===== src/rtl/pulse_pkg.sv =====
// rtl/pulse_pkg.sv - shared types and helpers for the pulse counter
package pulse_pkg;

  typedef enum logic {ST_RUN, ST_DONE} pulse_state_t;

  // All-ones value for a counter of the given width (widths up to 16)
  function automatic logic [15:0] cnt_max(input int unsigned bits);
    return 16'((32'd1 << bits) - 32'd1);
  endfunction

endpackage


===== src/rtl/pulse_evt_cnt.sv =====
// rtl/pulse_evt_cnt.sv - saturating event counter, cleared only by reset
module pulse_evt_cnt #(
  parameter int P_EVT_BIT = 16
) (
  input  logic                 clk,
  input  logic                 resetn,
  input  logic                 inc,
  output logic [P_EVT_BIT-1:0] value
);

  always_ff @(posedge clk or negedge resetn) begin
    if (!resetn) begin
      value <= '0;
    end else if (inc && (value != '1)) begin
      value <= value + P_EVT_BIT'(1);
    end
  end

endmodule


===== src/rtl/pulse_counter.sv =====
// rtl/pulse_counter.sv - loadable up-counter with wrap pulse, event count and one-shot mode
module pulse_counter
  import pulse_pkg::*;
#(
  parameter int P_BIT     = 4,
  parameter int P_ONESHOT = 0,
  parameter int P_EVT_BIT = 16
) (
  input  logic                 clk,
  input  logic                 resetn,
  input  logic                 enable,
  input  logic                 wenable,
  input  logic [P_BIT-1:0]     wcount,
  output logic [P_BIT-1:0]     count,
  output logic                 carry,
  output logic [P_EVT_BIT-1:0] carry_cnt,
  output logic                 done
);

  localparam logic [P_BIT-1:0] CNT_MAX = P_BIT'(cnt_max(P_BIT));

  pulse_state_t state;
  logic         done_q;
  logic         wrap;

  // A load in the same cycle as max->0 suppresses the wrap entirely
  assign wrap = !wenable && enable && (state == ST_RUN) && (count == CNT_MAX);

  always_ff @(posedge clk or negedge resetn) begin
    if (!resetn) begin
      state  <= ST_RUN;
      count  <= '0;
      carry  <= 1'b0;
      done_q <= 1'b0;
    end else begin
      carry <= wrap;
      if (wenable) begin
        count  <= wcount;
        state  <= ST_RUN;
        done_q <= 1'b0;
      end else if (enable && (state == ST_RUN)) begin
        count <= count + P_BIT'(1);
        if ((P_ONESHOT != 0) && (count == CNT_MAX)) begin
          state  <= ST_DONE;
          done_q <= 1'b1;
        end
      end
    end
  end

  assign done = (P_ONESHOT != 0) ? done_q : 1'b0;

  pulse_evt_cnt #(
    .P_EVT_BIT(P_EVT_BIT)
  ) u_evt_cnt (
    .clk   (clk),
    .resetn(resetn),
    .inc   (wrap),
    .value (carry_cnt)
  );

endmodule


===== config.mk =====
export PLATFORM = sky130hd
export DESIGN_NAME = pulse_counter
export DESIGN_NICKNAME = d
export VERILOG_FILES = /design/src/rtl/pulse_pkg.sv /design/src/rtl/pulse_evt_cnt.sv /design/src/rtl/pulse_counter.sv
export SDC_FILE = /design/constraint.sdc
export NUM_CORES = 1
export LEC_CHECK = 0
export ABC_AREA = 1
export BUFFER_PORTS_ARGS = -buffer_cell sky130_fd_sc_hd__buf_2
export CORE_MARGIN = 5
export CORE_UTILIZATION = 35
export DETAILED_ROUTE_END_ITERATION = 10
export PLACE_DENSITY = 0.55
export SYNTH_ARGS = -nofsm -noshare
export SYNTH_HDL_FRONTEND = slang
export SYNTH_SLANG_ARGS = --single-unit

===== constraint.sdc =====
create_clock -name clk -period 2.87 [get_ports clk]
set_input_delay 0.574 -clock clk [delete_from_list [all_inputs] [get_ports clk]]
set_output_delay 0.574 -clock clk [all_outputs]
set_load 0.02 [all_outputs]

==> key figures <==
Critical path
  – Critical path capture point type: flip-flop
  – Delay of the slowest cell on the worst path: between 0.4 and 0.5 ns
  – Arrival time at the worst endpoint: 1.85 ns
  – CP cell instances: ha_1 > nand2_1 > nor2_2 > nand2_2 > nor2_2 > nor2_2 > nand2_1 > o21ai_2
  – CP Class: flip-flop to flip-flop
  – Worst Path Max Fanout: 12
  – Worst setup SP type: flip-flop
  – Most frequent CP cell: nor2_2
  – Critical-path top delay cell: dfrtp_1
  – Worst Path Required: 3.07 ns

Timing
  – Worst hold margin: 0.2577 ns
  – Max Clk Rate: roughly 0.61 GHz
  – Slew Limit Fails: 0
  – Final setup fails: 0
  – Total Neg Setup Slack: 0 ns
  – Hold Vio Cnt, Final: 0
  – Final min period: ~1.6 ns
  – Fin crit share: 57.45%
  – Unrepaired setup endpoints after global routing: false
  – Relative slew slack: between 60% and 70%
  – Worst-margin pin slew: between 0.5 and 0.6 ns
  – Layout Skew: ~0.0027 ns

Cells and area
  – Fillers: roughly 390
  – Nets@finish: about 220
  – Storage element area: ~530 sq um
  – Area taken by multi-input logic gates: 690.7 sq um
  – Inserted Diodes: 0
  – Final std cells w/o fill: between 200 and 300
  – Final core occ: approximately 42%
  – Layout area overhead: 17.28%
  – Share of layout cells above drive strength 1: 24.53%

Drt
  – Routed vias/inst: ~4.5
  – Routed wl met3: 106 microns
  – WL met1: approximately 1500 microns
  – TritonRoute pass-1 iters: 4
  – DRC viols: 0
  – DR WL/cell: 11.52 microns
  – Post-route ant nets: 0
  – Starting DRT DRC Count: 44
  – Detailed-route via count: ~1200
  – Final wirelength: about 3000 microns
  – DR top layer: met4
  – Met2 Wirelength: 1323 microns

Clock tree
  – Post-CTS setup buffers: 0
  – Clock Path Buffers: 2
  – # resized after CTS: 0
  – CTS tree: built
  – Cts hold-fix bufs: 0
  – Root Buffer: clkbuf_8
  – Clock latency at the later pin of the worst-skew pair: ~0.27 ns
  – CTS Buf Count: 3
  – Max H-tree Level: 1
  – Reg clk slew, reported paths: around 0.080 ns
  – # clock sinks: 21

Synth
  – Mapped Area: 1318 sq um
  – Synthesized area per cell: 7.239 sq um
  – Seq/Total Area, Yosys: between 30% and 40%
  – Gate Count Post-Synth: between 150 and 200
  – FF+latch count, synth: 21
  – Count of cell types in the netlist: 26
  – Syn nets: around 190
  – Yosys warning count: 0

Global route
  – Number of global-route vias before repair: about 1200
  – All-Layer GR Usage: 13.12%
  – Initial antenna violation count: 0
  – First-pass GRT wire length: between 5000 and 6000 microns
  – Largest net degree at the start of global routing: 22
  – Total gr overflow: 0

Pwr
  – Total Power: approximately 710 uW
  – Leakage power: roughly 0.80 nW
  – PD cells: between 400 and 500 nW/um^2
  – Worst vdd ir: 0.3738 mV

Die
  – Initial Utilization: roughly 36%
  – Die X: ~70 microns
  – Std-Cell Rows: 22
  – Die area: 5092 sq um
  – Die Ht: slightly above 70 microns
  – Total core area: roughly 3700 sq um
  – IO Pins: 30

Placed design
  – Dpl hpwl: roughly 2300 microns
  – Placer Congestion: about 0.8
  – I/O Buffers: 28
  – Dpl cells: roughly 260

Job
  – Max Cap Viol: 0

Hold path
  – Hold Path Class: input pin to asynchronous set/reset pin

Outcome
  – Status: complete, no violations
==> worst max-delay path: cells and delay by family, from the launching register on <==
family	cells	cell delay, ns
AO/OA/AOI/OAI	1	0.08
adder cells (fa/ha/maj)	1	0.26
flip-flops	1	0.44
AND/OR/NAND/NOR	6	0.78
==> metal layers <==
metal  vias to the layer above  track usage [%]
met5                         -                0
met4                         0            2.714
met3                         5            3.366
met2                        18            21.12
met1                       532            17.81
li1                        625                -
==> path summary, 6_finish.rpt <==
path / start / end / slack [ns] / cells after the start
worst max register to register: u_evt_cnt.value[0] / u_evt_cnt.value[3] / 1.22 / 8
worst max-delay path: u_evt_cnt.value[0] / u_evt_cnt.value[3] / 1.22 / 8
max in group asynchronous: resetn / u_evt_cnt.value[15] / 2.28 / 1
min in group clk: wcount[0] / count[0] / 0.54 / 3
worst min register to register: u_evt_cnt.value[8] / u_evt_cnt.value[8] / 0.55 / 2
worst min-delay path: resetn / u_evt_cnt.value[12] / 0.26 / 1
==> per-stage QoR <==
step | setup WS (ns) | area, sq um
after floorplan | 1.378 | 1318
after global placement | 1.116 | 1499
after detailed placement | 1.029 | 1499
after CTS | 1.184 | 1545
after global routing | 1.041 | 1545
final | 1.221 | 1545
==> cells in the final DEF (no fill, tap or decap), drive strengths merged, types with 2 or more instances in the layout <==
cell	n
ha	2
xnor2	2
nand2	79
buf	28
dfrtp	21
nand4	8
inv	20
nor2	20
clkbuf	3
o21ai	3
nand3	12
nand3b	2
clkinv	3
xor2	4
==> registers in the layout, summed over array words and instances, names as in the netlist <==
name             flops
carry                1
u_evt_cnt.value     16
count                4
==> area by class of cell <==
class / instances / share of cell area [%]
clock buffer: 3 / 2.672
clock inverter: 1 / 0.3239
inverter: 22 / 5.344
multi-input combinational: 137 / 44.70
sequential: 21 / 34.01
tap: 48 / 3.887
timing repair buffer: 28 / 9.069
==> power breakdown <==
group	switching (mW)	leakage, nW	internal [mW]
sequential	0.0382	0.277	0.323
combinational	0.0937	0.494	0.0560
clock	0.105	0.0255	0.0971
==> synth_stat cells <==
cell      count  share of area (%)
nor2_4        2                1.7
o21ai_1       1               0.38
o21ai_2       2                1.3
xor2_1        4                2.7
a21oi_1       1               0.38
a22oi_1       1               0.57
nor2_1       10                2.8
clkinv_1      2               0.57
nand2_4       2                1.7
buf_4         1               0.57
nand2_1      73                 21
nand3_2       1               0.76
ha_1          2                1.9
dfrtp_1      21                 40
o211ai_1      1               0.57
nand3b_1      2                1.1
nand3_1      11                4.2
inv_2         1               0.28
xnor2_1       2                1.3
buf_6         1               0.85
nand2_2       4                1.9
nor3_1        1               0.38
nand4_1       8                3.8
inv_1        19                5.4
nor2_2        8                3.8
conb_1        1               0.28
==> cells by family (layout without fill, tap and decap cells) <==
| kind of cell | count (synthesis) | in the layout | share of synthesized area [%] |
|---|---|---|---|
| buffers and inverters | 24 | 54 | 7.693 |
| other | 1 | 1 | 0.2846 |
| DFF | 21 | 21 | 39.89 |
| and+or+nand+nor | 122 | 122 | 43.02 |
| adders and majority gates | 2 | 2 | 1.899 |
| AOI/OAI and AO/OA | 6 | 6 | 3.229 |
| xor gates and xnor gates | 6 | 6 | 3.989 |
No activity file was read; power rests on OpenSTA's default activity.
